**src/rtl/pipe_tag_tracker_if.sv**
```systemverilog
// Forwarding-side tag bundle between the ID/EX/MEM/WB tag tracker and its users.
// Optional TAG_PERF_CNT_EN adds the stall/flush performance counters.
interface pipe_tag_tracker_if #(
  parameter int unsigned REG_AW = 5
);
  logic              ID_Valid;
  logic [REG_AW-1:0] ID_Rs1;
  logic [REG_AW-1:0] ID_Rs2;
  logic              ID_UseRs1;
  logic              ID_UseRs2;
  logic [REG_AW-1:0] ID_Rd;
  logic              ID_RegWrite;
  logic              ID_MemRead;
  logic              Flush_i;
  logic              Hold_i;

  logic [REG_AW-1:0] IDEX_Rs1;
  logic [REG_AW-1:0] IDEX_Rs2;
  logic [REG_AW-1:0] EXMEM_Rd;
  logic              EXMEM_RegWrite;
  logic [REG_AW-1:0] MEMWB_Rd;
  logic              MEMWB_RegWrite;
  logic              Stall_o;
  logic              PCWrite_o;
  logic              IFIDWrite_o;

`ifdef TAG_PERF_CNT_EN
  logic [31:0]       StallCnt_o;
  logic [31:0]       FlushCnt_o;

  modport master (
    output ID_Valid, ID_Rs1, ID_Rs2, ID_UseRs1, ID_UseRs2, ID_Rd,
           ID_RegWrite, ID_MemRead, Flush_i, Hold_i,
    input  IDEX_Rs1, IDEX_Rs2, EXMEM_Rd, EXMEM_RegWrite, MEMWB_Rd,
           MEMWB_RegWrite, Stall_o, PCWrite_o, IFIDWrite_o,
           StallCnt_o, FlushCnt_o
  );

  modport slave (
    input  ID_Valid, ID_Rs1, ID_Rs2, ID_UseRs1, ID_UseRs2, ID_Rd,
           ID_RegWrite, ID_MemRead, Flush_i, Hold_i,
    output IDEX_Rs1, IDEX_Rs2, EXMEM_Rd, EXMEM_RegWrite, MEMWB_Rd,
           MEMWB_RegWrite, Stall_o, PCWrite_o, IFIDWrite_o,
           StallCnt_o, FlushCnt_o
  );
`else
  modport master (
    output ID_Valid, ID_Rs1, ID_Rs2, ID_UseRs1, ID_UseRs2, ID_Rd,
           ID_RegWrite, ID_MemRead, Flush_i, Hold_i,
    input  IDEX_Rs1, IDEX_Rs2, EXMEM_Rd, EXMEM_RegWrite, MEMWB_Rd,
           MEMWB_RegWrite, Stall_o, PCWrite_o, IFIDWrite_o
  );

  modport slave (
    input  ID_Valid, ID_Rs1, ID_Rs2, ID_UseRs1, ID_UseRs2, ID_Rd,
           ID_RegWrite, ID_MemRead, Flush_i, Hold_i,
    output IDEX_Rs1, IDEX_Rs2, EXMEM_Rd, EXMEM_RegWrite, MEMWB_Rd,
           MEMWB_RegWrite, Stall_o, PCWrite_o, IFIDWrite_o
  );
`endif
endinterface

```
**src/rtl/pipe_tag_tracker.sv**
```systemverilog
// Destination-tag pipeline (ID/EX, EX/MEM, MEM/WB) with load-use stall, flush and hold.
// Define TAG_PERF_CNT_EN to add saturating stall/flush cycle counters.
module pipe_tag_tracker #(
  parameter int unsigned REG_AW   = 5,
  parameter int unsigned ZERO_REG = 0
) (
  input  logic             clk_i,
  input  logic             rst_i,
  pipe_tag_tracker_if.slave bus
);

  localparam logic [REG_AW-1:0] LP_ZERO = REG_AW'(ZERO_REG);

  typedef struct packed {
    logic [REG_AW-1:0] rs1;
    logic [REG_AW-1:0] rs2;
    logic [REG_AW-1:0] rd;
    logic              rw;
    logic              mr;
  } idex_t;

  typedef struct packed {
    logic [REG_AW-1:0] rd;
    logic              rw;
  } wr_t;

  idex_t r_idex;
  wr_t   r_exmem;
  wr_t   r_memwb;

  idex_t w_idex_nxt;
  logic  w_src1_hit;
  logic  w_src2_hit;
  logic  w_hz;
  logic  w_stall;
  logic  w_bubble;

  always_comb begin
    w_src1_hit = bus.ID_UseRs1 && (bus.ID_Rs1 == r_idex.rd);
    w_src2_hit = bus.ID_UseRs2 && (bus.ID_Rs2 == r_idex.rd);
    w_hz       = bus.ID_Valid && r_idex.mr && (r_idex.rd != LP_ZERO)
                 && (w_src1_hit || w_src2_hit);
    // Flush squashes the consumer, so a hazard against it is moot.
    w_stall    = w_hz && !bus.Flush_i;
    w_bubble   = bus.Flush_i || w_stall || !bus.ID_Valid;
  end

  always_comb begin
    w_idex_nxt = '0;
    if (!w_bubble) begin
      w_idex_nxt.rs1 = bus.ID_Rs1;
      w_idex_nxt.rs2 = bus.ID_Rs2;
      w_idex_nxt.rd  = bus.ID_Rd;
      w_idex_nxt.rw  = bus.ID_RegWrite && (bus.ID_Rd != LP_ZERO);
      w_idex_nxt.mr  = bus.ID_MemRead;
    end
  end

  always_ff @(posedge clk_i) begin
    if (!rst_i) begin
      r_idex  <= '0;
      r_exmem <= '0;
      r_memwb <= '0;
    end else if (!bus.Hold_i) begin
      r_memwb    <= r_exmem;
      r_exmem.rd <= r_idex.rd;
      r_exmem.rw <= r_idex.rw;
      r_idex     <= w_idex_nxt;
    end
  end

  assign bus.IDEX_Rs1       = r_idex.rs1;
  assign bus.IDEX_Rs2       = r_idex.rs2;
  assign bus.EXMEM_Rd       = r_exmem.rd;
  assign bus.EXMEM_RegWrite = r_exmem.rw;
  assign bus.MEMWB_Rd       = r_memwb.rd;
  assign bus.MEMWB_RegWrite = r_memwb.rw;
  assign bus.Stall_o        = w_stall;
  assign bus.PCWrite_o      = !w_stall && !bus.Hold_i;
  assign bus.IFIDWrite_o    = !w_stall && !bus.Hold_i;

`ifdef TAG_PERF_CNT_EN
  logic [31:0] r_stall_cnt;
  logic [31:0] r_flush_cnt;

  always_ff @(posedge clk_i) begin
    if (!rst_i) begin
      r_stall_cnt <= '0;
      r_flush_cnt <= '0;
    end else if (!bus.Hold_i) begin
      if (w_stall && (r_stall_cnt != '1)) r_stall_cnt <= r_stall_cnt + 32'd1;
      if (bus.Flush_i && (r_flush_cnt != '1)) r_flush_cnt <= r_flush_cnt + 32'd1;
    end
  end

  assign bus.StallCnt_o = r_stall_cnt;
  assign bus.FlushCnt_o = r_flush_cnt;
`endif

endmodule

```
**src/flat_wrapper.sv**
```systemverilog
// flat-port wrapper written by rule: the top's interface ports become plain ports
module pipe_tag_tracker_flat 
#(
  parameter int unsigned REG_AW   = 5,
  parameter int unsigned ZERO_REG = 0
)
  (clk_i, rst_i, bus_ID_Valid, bus_ID_Rs1, bus_ID_Rs2, bus_ID_UseRs1, bus_ID_UseRs2, bus_ID_Rd, bus_ID_RegWrite, bus_ID_MemRead, bus_Flush_i, bus_Hold_i, bus_IDEX_Rs1, bus_IDEX_Rs2, bus_EXMEM_Rd, bus_EXMEM_RegWrite, bus_MEMWB_Rd, bus_MEMWB_RegWrite, bus_Stall_o, bus_PCWrite_o, bus_IFIDWrite_o);
  pipe_tag_tracker_if #(.REG_AW(REG_AW)) bus_i ();
  input  logic clk_i;
  input  logic rst_i;
  input wire logic [$bits(bus_i.ID_Valid)-1:0] bus_ID_Valid;
  input wire logic [$bits(bus_i.ID_Rs1)-1:0] bus_ID_Rs1;
  input wire logic [$bits(bus_i.ID_Rs2)-1:0] bus_ID_Rs2;
  input wire logic [$bits(bus_i.ID_UseRs1)-1:0] bus_ID_UseRs1;
  input wire logic [$bits(bus_i.ID_UseRs2)-1:0] bus_ID_UseRs2;
  input wire logic [$bits(bus_i.ID_Rd)-1:0] bus_ID_Rd;
  input wire logic [$bits(bus_i.ID_RegWrite)-1:0] bus_ID_RegWrite;
  input wire logic [$bits(bus_i.ID_MemRead)-1:0] bus_ID_MemRead;
  input wire logic [$bits(bus_i.Flush_i)-1:0] bus_Flush_i;
  input wire logic [$bits(bus_i.Hold_i)-1:0] bus_Hold_i;
  output wire logic [$bits(bus_i.IDEX_Rs1)-1:0] bus_IDEX_Rs1;
  output wire logic [$bits(bus_i.IDEX_Rs2)-1:0] bus_IDEX_Rs2;
  output wire logic [$bits(bus_i.EXMEM_Rd)-1:0] bus_EXMEM_Rd;
  output wire logic [$bits(bus_i.EXMEM_RegWrite)-1:0] bus_EXMEM_RegWrite;
  output wire logic [$bits(bus_i.MEMWB_Rd)-1:0] bus_MEMWB_Rd;
  output wire logic [$bits(bus_i.MEMWB_RegWrite)-1:0] bus_MEMWB_RegWrite;
  output wire logic [$bits(bus_i.Stall_o)-1:0] bus_Stall_o;
  output wire logic [$bits(bus_i.PCWrite_o)-1:0] bus_PCWrite_o;
  output wire logic [$bits(bus_i.IFIDWrite_o)-1:0] bus_IFIDWrite_o;
  assign bus_i.ID_Valid = bus_ID_Valid;
  assign bus_i.ID_Rs1 = bus_ID_Rs1;
  assign bus_i.ID_Rs2 = bus_ID_Rs2;
  assign bus_i.ID_UseRs1 = bus_ID_UseRs1;
  assign bus_i.ID_UseRs2 = bus_ID_UseRs2;
  assign bus_i.ID_Rd = bus_ID_Rd;
  assign bus_i.ID_RegWrite = bus_ID_RegWrite;
  assign bus_i.ID_MemRead = bus_ID_MemRead;
  assign bus_i.Flush_i = bus_Flush_i;
  assign bus_i.Hold_i = bus_Hold_i;
  assign bus_IDEX_Rs1 = bus_i.IDEX_Rs1;
  assign bus_IDEX_Rs2 = bus_i.IDEX_Rs2;
  assign bus_EXMEM_Rd = bus_i.EXMEM_Rd;
  assign bus_EXMEM_RegWrite = bus_i.EXMEM_RegWrite;
  assign bus_MEMWB_Rd = bus_i.MEMWB_Rd;
  assign bus_MEMWB_RegWrite = bus_i.MEMWB_RegWrite;
  assign bus_Stall_o = bus_i.Stall_o;
  assign bus_PCWrite_o = bus_i.PCWrite_o;
  assign bus_IFIDWrite_o = bus_i.IFIDWrite_o;
  pipe_tag_tracker #(.REG_AW(REG_AW), .ZERO_REG(ZERO_REG)) u_core (.clk_i(clk_i), .rst_i(rst_i), .bus(bus_i));
endmodule
```
**config.mk**
```make
export PLATFORM = sky130hd
export DESIGN_NAME = pipe_tag_tracker_flat
export DESIGN_NICKNAME = d
export VERILOG_FILES = /design/src/rtl/pipe_tag_tracker_if.sv /design/src/rtl/pipe_tag_tracker.sv /design/src/flat_wrapper.sv
export SDC_FILE = /design/constraint.sdc
export NUM_CORES = 1
export LEC_CHECK = 0
export CAP_MARGIN = 20
export CELL_PAD_IN_SITES_DETAIL_PLACEMENT = 1
export CELL_PAD_IN_SITES_GLOBAL_PLACEMENT = 1
export CORE_MARGIN = 4
export CORE_UTILIZATION = 30
export CTS_BUF_LIST = sky130_fd_sc_hd__clkbuf_4 sky130_fd_sc_hd__clkbuf_8 sky130_fd_sc_hd__clkbuf_16
export DETAILED_ROUTE_END_ITERATION = 8
export PLACE_DENSITY_LB_ADDON = 0.2
export RECOVER_POWER = 50
export SLEW_MARGIN = 25
export SYNTH_ARGS = -nofsm -noshare
export SYNTH_HDL_FRONTEND = slang
export SYNTH_SLANG_ARGS = --single-unit
export TNS_END_PERCENT = 10
```
**constraint.sdc**
```tcl
create_clock -name clk_i -period 1.7 [get_ports clk_i]
set_input_delay 0.34 -clock clk_i [delete_from_list [all_inputs] [get_ports clk_i]]
set_output_delay 0.34 -clock clk_i [all_outputs]
set_load 0.01 [all_outputs]
```
After elaboration in Yosys (flattened, before gate mapping)
Index checks and enable logic that the tools add are counted.
W data, S select, Z words.
{ "word_totals": {"regBits": 29, "output_inout_bits": 25} }
{ "op_classes": {"reduce_logical": 17, "mux": 1, "n_eq_ne": 2} }
{ "ops": {"columns": ["cell", "n"], "rows": [
  ["$mux W17", 1],
  ["$eq A5 B5 Y1", 2],
  ["$reduce_bool A5 Y1", 2],
  ["$logic_and A1 B1 Y1", 8],
  ["$logic_not A1 Y1", 4],
  ["$logic_or A1 B1 Y1", 3]
]} }

Longest topological paths before layout
Gate-level depths: netlist of the first run.
{ "logic_depth": {"ltp_word": 8, "ltp_mapped": 7, "ltp_nobuf": 4} }

Worst setup path before layout of the first run
No wires, ideal clock.
{ "synth_timing": {"path_kind": "reg-to-output", "from": "register u_core.r_idex[3] (netlist name)", "to": "output bus_PCWrite_o", "n_path_buf": 1, "required_ps": 1360, "arrival_ps": 1682, "setup_slack_ps": -322, "path_stages_with_launch": 6, "path_cell_list": "dfxtp_1 or4_4 o211ai_4 nor2_1 a21oi_1 buf_4"} }
{ "synth_between": {"elab_chain_len": 7} }
{ "synth_lines": {"columns": ["item", "line", "source"], "rows": [
  ["from (decl)", "pipe_tag_tracker.sv:27", "idex_t r_idex;"],
  ["from (signal assigned)", "pipe_tag_tracker.sv:68", "r_idex <= w_idex_nxt;"],
  ["$eq A5 B5 Y1 (on tied branches)", "pipe_tag_tracker.sv:39, pipe_tag_tracker.sv:40", null],
  ["$logic_and A1 B1 Y1 (on tied branches)", "pipe_tag_tracker.sv:39, pipe_tag_tracker.sv:40", null],
  ["$logic_or A1 B1 Y1", "pipe_tag_tracker.sv:42", "&& (w_src1_hit || w_src2_hit);"],
  ["$logic_and A1 B1 Y1 *", "pipe_tag_tracker.sv:42", null],
  ["$logic_and A1 B1 Y1 *", "pipe_tag_tracker.sv:44", "w_stall = w_hz && !bus.Flush_i;"],
  ["$logic_not A1 Y1 *", null, null],
  ["$logic_and A1 B1 Y1 *", null, null],
  ["to (decl)", "flat_wrapper.sv:28", "output wire logic [$bits(bus_i.PCWrite_o)-1:0] bus_PCWrite_o;"]
]} }
Mark *: on every way between the ends. The rest lies on a longest branch, timed or not.

Worst setup path after layout of the first run
{ "layout_timing": {"from": "register u_core.r_idex[3] (netlist name)", "to": "output bus_PCWrite_o"} }
{ "layout_between": {"elab_chain_len": 7} }
{ "layout_lines": {"columns": ["item", "line", "source"], "rows": [
  ["$eq A5 B5 Y1 (on tied branches)", "pipe_tag_tracker.sv:39, pipe_tag_tracker.sv:40", null],
  ["$logic_and A1 B1 Y1 (on tied branches)", "pipe_tag_tracker.sv:39, pipe_tag_tracker.sv:40", null],
  ["$logic_or A1 B1 Y1", "pipe_tag_tracker.sv:42", null],
  ["$logic_and A1 B1 Y1 *", "pipe_tag_tracker.sv:42", null],
  ["$logic_and A1 B1 Y1 *", "pipe_tag_tracker.sv:44", null],
  ["$logic_not A1 Y1 *", "pipe_tag_tracker.sv:79", "assign bus.PCWrite_o = !w_stall && !bus.Hold_i;"],
  ["$logic_and A1 B1 Y1 *", "pipe_tag_tracker.sv:79", null]
]} }
Marks and branches as above.

==> results of run 1 <==
-- layer usage --
layer | vias to the layer above | wire length [um] | global-route usage (%)
li1 | 642 | - | -
met1 | 653 | 1800 | 17.3
met2 | 41 | 2050 | 24.8
met3 | 6 | 235 | 5.27
met4 | 0 | 70 | 5.98
met5 | - | 0 | 0
-- power groups by stage --
stage	sequential (mW)	combinational (mW)	clock, mW
finish	0.719	0.265	0.595
global placement	0.733	0.259	0
CTS	0.720	0.262	0.602
floorplan	0.735	0.123	0
global route	0.723	0.287	0.633
detailed placement	0.734	0.266	0
-- how the worst max path moves through the flow --
stage                     startpoint       endpoint  slack [ns]  cells after the start
finish              u_core.r_idex[3]  bus_PCWrite_o       -0.30                      5
global route        u_core.r_idex[3]  bus_PCWrite_o       -0.40                      5
CTS                 u_core.r_idex[3]  bus_PCWrite_o       -0.31                      5
detailed placement     bus_ID_Rs2[2]    bus_Stall_o       -0.72                      6
global placement       bus_ID_Rs2[4]    bus_Stall_o       -0.72                      6
floorplan           u_core.r_idex[6]  bus_PCWrite_o       -0.21                      5
-- state kept, by name (all words and copies together), names as in the netlist --
name	cells
u_core.r_idex	7
u_core.bus.EXMEM_Rd	5
u_core.bus.IDEX_Rs1	5
u_core.bus.IDEX_Rs2	5
u_core.bus.MEMWB_Rd	5
u_core.bus.EXMEM_RegWrite	1
u_core.bus.MEMWB_RegWrite	1
-- cell type report --
type                    count  area share (%)
clock buffers               7            4.24
multi-input cells         100            34.8
flip-flops and latches     29            27.4
well taps                  52            3.06
repair buffers             71            30.4
-- metrics by stage --
step	area [um^2]	TNS, ns	instances
finish	2120	-0.887	259
CTS	2090	-0.936	258
global route	2120	-1.80	259
detailed placement	2000	-5.43	249
global placement	2000	-5.11	249
floorplan	1430	-0.346	151
-- kinds of logic (layout without fill, tap and decap cells) --
group	count (synthesis)	in the layout	synth area share, %
and+or+nand+nor	40	40	14.6
AOI/OAI and AO/OA	38	38	19.8
DFF	29	29	40.9
buffers and inverters	22	78	10.1
muxes	12	12	8.47
xor gates and xnor gates	10	10	6.17
-- synth_stat cells --
cell type	number	area share, %
xnor2_1	10	6.2
and2_1	2	0.88
o211ai_4	1	1.5
o22ai_2	1	0.88
clkbuf_2	2	0.71
buf_4	11	5.8
nand4_1	2	0.88
nor2b_1	12	5.3
or4_1	1	0.53
buf_2	4	1.4
o21ai_1	13	4.6
o21ai_0	4	1.4
clkbuf_1	4	1.1
a21oi_1	1	0.35
or4_4	1	0.79
mux2i_1	12	8.5
buf_8	1	1.1
nand2_1	20	5.3
nor3_2	1	0.71
o21a_1	1	0.53
dfxtp_1	29	41
nor2_1	1	0.26
a32oi_1	17	10
-- worst max-delay path: stages (launching register included) --
cell and delay [ns]:
dfxtp_2 0.32, or4_4 0.54, o211ai_4 0.18, nor2_2 0.07, a21oi_2 0.12, buf_2 0.14
-- timing repair --
action | 4_1_cts | 5_1_grt
resized for setup | 23 | 7
pin swaps | 8 | 3
setup endpoints to repair | 3 | 13
buffers inserted | 2 | 1
==> reports/qor.yml, run 1 <==
r2r_setup_slack_ns: 0.07
finalWorstSetupSlack_ns: -0.297
synth_nets: 175
path_clk_slew_ns: 0.06
vias: 1342
numCtsBuffers: 5
final_common_cell: "dfxtp_1"
worst_pin_slew_ns: 0.352
final_util_pct: 47.5
fmax_ghz: 0.501
yosys_warnings: 0
dieHeight_um: 76.8
synth_area_mm2: 0.00142
layout_common_cells: "27 x dfxtp_1, 25 x clkdlybuf4s50_1, 20 x nand2_1"
finalCriticalPeriod_ns: 2.00
r2r_cells: 5
core_mm2: 0.00447
clkPwrFrac_pct: 37.7
combPwrFrac_pct: 16.8
clkLatencyLatePin_ns: 0.28
cts_tree: "built"
required_ns: 1.36
place.gp.congestion: 0.712
p_leak_nw: 0.829
yosysUniqueCellTypes: 23
hold_viol: 0
ys_seq_area_share_pct: 40.9
post_synth.cell_area_avg_um2: 9.40
vias_per_cell: 5.18
cts_sinks: 29
fill_cells: 509
whs_path_depth: 2
cp_max_fo: 2
cp-end-kind: "output pin"
rsz0062_at_grt: "true"
grt_util_all_layers_pct: 14.9
drive_above_1_share_pct: 21.7
sequentialPowerShare_pct: 45.6
maxSlewViolCount: 0
grt_pass1_vias: 1430
timing.rr.start: "u_core.r_idex[3]"
ir_drop_uv: 518
grt_remaining_overflow: 0
power.internal_mw: 1.19
hold_slack_ns: 0.474
antenna_found_initial: 0
ios: 49
hp-class: "flop to flop"
wl_per_cell_um: 16.1
seq_area_um2: 583
p_sw_share_pct: 24.7
rows: 24
drtIter0Drc: 48
initial_utilization_pct: 31.7
switchingPower_mw: 0.389
drc: 0
grt_pass1_wl_mm: 7.04
p_total_mw: 1.58
fp.dieW_um: 76.8
min_to: "u_core.bus.IDEX_Rs1[0]"
maxSlewHeadroom_pct: 76.5
setup_viol: 3
hold_path_startpoint: "u_core.bus.IDEX_Rs1[0]"
ctsHoldBuffers: 0
n_antenna_cell: 0
critPathKind: "flop to output pin"
arrival_ns: 1.66
post-dp-hpwl_mm: 3.02
numPortBuffers: 48
rr_endpoint: "u_core.bus.IDEX_Rs1[3]"
totalWireLength_mm: 4.16
htreeDepth: 2
synthCells: 151
drv_cap: 0
clk_root_buffer_cell: "clkbuf_8"
violations: "negative setup slack"
nets: 231
yosys_register_bits: 29
clock_skew_ns: 0.00433
dr.pass1.iters: 4
die_area_mm2: 0.00589
multi_input_area_um2: 739
critPathLaunchType: "flop"
period_share_pct: 117
pre_cts_slack_ns: -0.724
p_per_area_mw_per_mm2: 743
syn_to_final_growth_pct: 49.7
clockBufferDepth: 2
grt_max_degree: 35
outcome: "complete, but fails checks"
postRouteAntennaNets: 0
Power figures use the tool's default switching activity.
==> inputs of run 2 (changes only) <==
--- a/config.mk
+++ b/config.mk
@@ -9,8 +9,8 @@
 export CELL_PAD_IN_SITES_DETAIL_PLACEMENT = 1
 export CELL_PAD_IN_SITES_GLOBAL_PLACEMENT = 1
 export CORE_MARGIN = 4
-export CORE_UTILIZATION = 30
-export CTS_BUF_LIST = sky130_fd_sc_hd__clkbuf_4 sky130_fd_sc_hd__clkbuf_8 sky130_fd_sc_hd__clkbuf_16
+export CORE_UTILIZATION = 31
+export CTS_BUF_LIST = sky130_fd_sc_hd__clkbuf_8
 export DETAILED_ROUTE_END_ITERATION = 8
 export PLACE_DENSITY_LB_ADDON = 0.2
 export RECOVER_POWER = 50
==> run 2 against run 1 <==
- the run still ends with negative setup slack left
- clock skew grew 0.0012 ns
- clock power is 12% lower
- first-iteration DRC count down 38%
- largest power group unchanged
- count of clock-buffer cells in the layout down 2
- utilization grew 1.4 points
- wire length up 1.8%
- global-route usage is 1.2 points higher
- sequential share of layout area down 0.14 points
- setup slack lost 0.043 ns
- critical path type unchanged
- critical path depth increased by 3
- sequential cell count unchanged
- largest cell class unchanged
- register-to-register slack worse by 0.02 ns
==> reports/qor.yml, run 2 (same netlist as run 1, synthesis figures left out) <==
n_antenna_cell: 0
cts_tree: "built"
cts_sinks: 29
clkLatencyLatePin_ns: 0.28
hold_viol: 0
maxSlewViolCount: 0
finalWorstSetupSlack_ns: -0.340
numCtsBuffers: 5
rsz0062_at_grt: "true"
p_leak_nw: 0.858
worst_path_max_delay_cell: "dfxtp_2"
fmax_ghz: 0.490
final_util_pct: 48.9
cp-end-kind: "output pin"
vias: 1336
final_common_cell: "dfxtp_1"
drv_cap: 0
sequentialPowerShare_pct: 47.5
worst_pin_slew_ns: 0.398
dr.pass1.iters: 4
grt_remaining_overflow: 0
cp_max_fo: 4
core_mm2: 0.00438
violations: "negative setup slack"
vias_per_cell: 5.10
numPortBuffers: 48
ctsHoldBuffers: 0
fp.dieW_um: 75.7
clkPwrFrac_pct: 34.6
arrival_ns: 1.70
dieHeight_um: 75.7
largest_reg_flops: 7
p_sw_share_pct: 25.5
wl_per_cell_um: 16.1
finalCriticalPeriod_ns: 2.04
initial_utilization_pct: 32.4
hold_slack_ns: 0.469
regMostFlops: "u_core.r_idex"
required_ns: 1.36
crit_chain: "buf_6 -> xnor2_2 -> nand4_1 -> o22ai_2 -> buf_4 -> buf_6 -> a21oi_2 -> buf_2"
p_total_mw: 1.52
totalWireLength_mm: 4.23
grt_pass1_vias: 1387
critPathLaunchType: "flop"
post-dp-hpwl_mm: 3.11
period_share_pct: 120
combPwrFrac_pct: 17.9
drive_above_1_share_pct: 22.9
grt_util_all_layers_pct: 16.1
cp_common_cell: "buf_6"
clock_skew_ns: 0.00558
r2r_setup_slack_ns: 0.05
critPathKind: "flop to output pin"
place.gp.congestion: 0.712
pre_cts_slack_ns: -0.775
nets: 233
postRouteAntennaNets: 0
grt_max_degree: 35
ios: 49
switchingPower_mw: 0.387
clockBufferDepth: 2
outcome: "complete, but fails checks"
rows: 24
die_area_mm2: 0.00572
seq_area_um2: 586
power.internal_mw: 1.13
maxSlewHeadroom_pct: 73.5
setup_viol: 3
fill_cells: 510
multi_input_area_um2: 743
crit_path_max_incr_delay_ns: 0.33
syn_to_final_growth_pct: 51.1
p_per_area_mw_per_mm2: 707
antenna_found_initial: 0
htreeDepth: 2
drtIter0Drc: 30
path_clk_slew_ns: 0.06
ir_drop_uv: 374
grt_pass1_wl_mm: 6.78
layout_common_cells: "25 x dfxtp_1, 23 x clkdlybuf4s50_1, 20 x nand2_1"
clk_root_buffer_cell: "clkbuf_8"
drc: 0
hp-class: "flop to flop"
## run 2: changes by cell type in the layout (fill, tap and decap cells not counted), sizes merged
cell           before  now
inv                 0    3
buf                24   26
clkbuf              9    7
clkdlybuf4s50      25   23
dlygate4sd3        11   13
## run 2: critical path, delay by kind of cell (launching register included)
kind	cells	cell delay (ns)
buffers and inverters	4	0.52
DFF	1	0.33
AOI/OAI and AO/OA	2	0.29
xor gates and xnor gates	1	0.14
and+or+nand+nor	1	0.14
## run 2: power groups by stage
stage	Combinational, mW	Sequential, mW	Clock [mW]
2_1_floorplan	0.123	0.735	0
3_3_place_gp	0.261	0.733	0
3_5_place_dp	0.269	0.734	0
4_1_cts	0.267	0.720	0.543
5_1_grt	0.293	0.724	0.573
6_report	0.272	0.721	0.525
## run 2: layout make-up
cell class	instances	area share, %
Multi-Input combinational cell	100	34.7
Tap cell	52	3.03
Clock buffer	5	3.21
Sequential cell	29	27.3
Clock inverter	3	0.525
Timing Repair Buffer	73	31.3
## run 2: what timing repair did
action	in CTS	in global routing
gates resized for setup	23	13
setup endpoints to repair	3	16
buffers inserted	2	2
pin swaps	4	4
## run 2: layer usage
layer | vias to the layer above | part of all wire [%] | track usage [%] | wire (um)
met5 | - | 0 | 0 | 0
met2 | 40 | 50 | 27.1 | 2100
met3 | 7 | 5.8 | 4.62 | 245
met4 | 0 | 1.3 | 6.80 | 57
met1 | 641 | 43 | 19.2 | 1830
li1 | 648 | - | - | -
## run 2: worst paths after layout
check / from / to / cells after the start
max: u_core.r_idex[5] / bus_IFIDWrite_o / 8
min: u_core.bus.IDEX_Rs2[3] / u_core.bus.IDEX_Rs2[3] / 2
max reg2reg: u_core.r_idex[5] / u_core.bus.IDEX_Rs1[3] / 8
min reg2reg: u_core.bus.IDEX_Rs2[3] / u_core.bus.IDEX_Rs2[3] / 2
## run 2: through the flow
stage / instance area, um^2 / setup TNS [ns] / instances
after CTS: 2090 / -1.01 / 260
final: 2140 / -1.01 / 262
after global placement: 2010 / -4.96 / 250
after floorplan: 1430 / -0.346 / 151
after global routing: 2140 / -1.24 / 262
after detailed placement: 2010 / -6.28 / 250
==> inputs of run 3 (changes only) <==
--- a/config.mk
+++ b/config.mk
@@ -5,14 +5,14 @@
 export SDC_FILE = /design/constraint.sdc
 export NUM_CORES = 1
 export LEC_CHECK = 0
-export CAP_MARGIN = 20
+export CAP_MARGIN = 10
 export CELL_PAD_IN_SITES_DETAIL_PLACEMENT = 1
 export CELL_PAD_IN_SITES_GLOBAL_PLACEMENT = 1
 export CORE_MARGIN = 4
 export CORE_UTILIZATION = 31
 export CTS_BUF_LIST = sky130_fd_sc_hd__clkbuf_8
 export DETAILED_ROUTE_END_ITERATION = 8
-export PLACE_DENSITY_LB_ADDON = 0.2
+export PLACE_DENSITY = 0.8
 export RECOVER_POWER = 50
 export SLEW_MARGIN = 25
 export SYNTH_ARGS = -nofsm -noshare
==> run 3 against run 2 <==
- the run still ends with negative setup slack left
- cell area decreased by 2.2%
- global-route usage down 0.22 points
- clock power is 8.6% higher
- sequential power barely moved
- critical path depth is 3 lower
- cell count shrank 1.5%
- critical path type unchanged
==> reports/qor.yml, run 3 (same netlist as run 1, synthesis figures left out) <==
fill_cells: 515
dr.pass1.iters: 4
grt_pass1_wl_mm: 6.80
r2r_setup_slack_ns: 0.07
clockBufferDepth: 2
numPortBuffers: 48
largest_reg_flops: 7
path_clk_slew_ns: 0.06
post-dp-hpwl_mm: 3.19
tns_ns: -1.47
totalWireLength_mm: 4.31
vias: 1345
fp.dieW_um: 75.7
maxSlewHeadroom_pct: 70.7
drive_above_1_share_pct: 18.4
maxSlewViolCount: 0
cts_tree: "built"
finalCriticalPeriod_ns: 2.03
grt_util_all_layers_pct: 15.9
critPathLaunchType: "flop"
ctsHoldBuffers: 0
place.gp.congestion: 0.779
worst_path_max_delay_cell: "or4_4"
p_per_area_mw_per_mm2: 740
ios: 49
dieHeight_um: 75.7
cp-end-kind: "output pin"
hp-class: "input port to flop"
setup_viol: 20
nets: 230
cts_sinks: 29
syn_to_final_growth_pct: 47.8
drc: 0
wl_per_cell_um: 16.7
final_util_pct: 47.8
postRouteAntennaNets: 0
worst_pin_slew_ns: 0.440
grt_remaining_overflow: 0
vias_per_cell: 5.21
layout_common_cells: "28 x dfxtp_1, 27 x clkdlybuf4s50_1, 20 x nand2_1"
clock_skew_ns: 0.00527
grt_max_degree: 35
n_antenna_cell: 0
rsz0062_at_grt: "true"
crit_family: "simple AND/OR/NAND/NOR gates"
regMostFlops: "u_core.r_idex"
final_common_cell: "dfxtp_1"
pre_cts_slack_ns: -0.731
grt_pass1_vias: 1400
design_area_mm2: 0.00210
numCtsBuffers: 5
crit_path_max_incr_delay_ns: 0.55
hold_slack_ns: 0.379
die_area_mm2: 0.00572
period_share_pct: 119
core_mm2: 0.00438
outcome: "complete, but fails checks"
placed_cell_area_mm2: 0.00201
rows: 24
fmax_ghz: 0.493
hold_viol: 0
drv_cap: 0
finalWorstSetupSlack_ns: -0.329
clk_root_buffer_cell: "clkbuf_8"
path_buf_inv: 1
violations: "negative setup slack"
ir_drop_uv: 305
arrival_ns: 1.69
drtIter0Drc: 37
cp_max_fo: 2
antenna_found_initial: 0
required_ns: 1.36
p_leak_nw: 0.826
htreeDepth: 2
clkLatencyLatePin_ns: 0.28
critPathKind: "flop to output pin"
crit_chain: "or4_4 -> o211ai_4 -> nor2_2 -> a21oi_2 -> buf_2"
initial_utilization_pct: 32.4
[run 3: changes by cell type in the layout (fill, tap and decap cells not counted), moves of 3 or more]
cell and delta:
dlygate4sd2_1 -7, dfxtp_1 +3, xnor2_2 -4, dfxtp_2 -3, buf_6 -4, xnor2_1 +4, clkdlybuf4s50_1 +4
[run 3: timing repair]
action,CTS,global route
cloned,0,0
resized for setup,15,5
pin swaps,4,2
buffers inserted,1,0
endpoints found under the setup margin,3,19
[run 3: power breakdown]
group | leakage (nW) | internal, mW | switching [mW]
combinational | 0.542 | 0.147 | 0.115
sequential | 0.236 | 0.704 | 0.0159
clock | 0.0485 | 0.314 | 0.255
[run 3: layout make-up]
class | count | area (um^2) | area share, %
well taps | 52 | 65.1 | 3.10
multi-input cells | 100 | 709 | 33.8
clock inverters | 1 | 3.75 | 0.179
repair buffers | 70 | 654 | 31.2
flip-flops and latches | 29 | 582 | 27.7
clock buffers | 6 | 82.6 | 3.94
[run 3: final timing paths]
| check | startpoint | to | depth (start not counted) |
|---|---|---|---|
| setup / recovery | u_core.r_idex[3] | bus_IFIDWrite_o | 5 |
| hold / removal | bus_ID_Rs2[3] | u_core.bus.IDEX_Rs2[3] | 3 |
| setup reg to reg | u_core.r_idex[3] | u_core.bus.IDEX_Rs2[0] | 6 |
| hold reg to reg | u_core.bus.IDEX_Rs2[2] | u_core.bus.IDEX_Rs2[2] | 2 |
[run 3: per-stage QoR]
step,instances,power [mW]
4_1_cts,258,1.58
2_1_floorplan,151,0.858
6_report,258,1.55
3_5_place_dp,250,1.00
5_1_grt,258,1.63
3_3_place_gp,250,0.991
[run 3: worst register-to-register path: stages (launching register included)]
cell	delay, ns
dfxtp_1	0.31
or4_4	0.55
o211ai_4	0.19
buf_4	0.15
buf_12	0.14
a32oi_1	0.11
o21ai_0	0.10
[run 3: metal layers]
layer / part of all wire [%] / GRT usage (%) / wire length, um / up-vias
met4: 1.5 / 6.02 / 66 / 0
met5: 0 / 0 / 0 / -
met1: 41 / 17.9 / 1780 / 664
met3: 5.1 / 5.28 / 219 / 8
met2: 52 / 27.8 / 2240 / 33
li1: - / - / - / 640
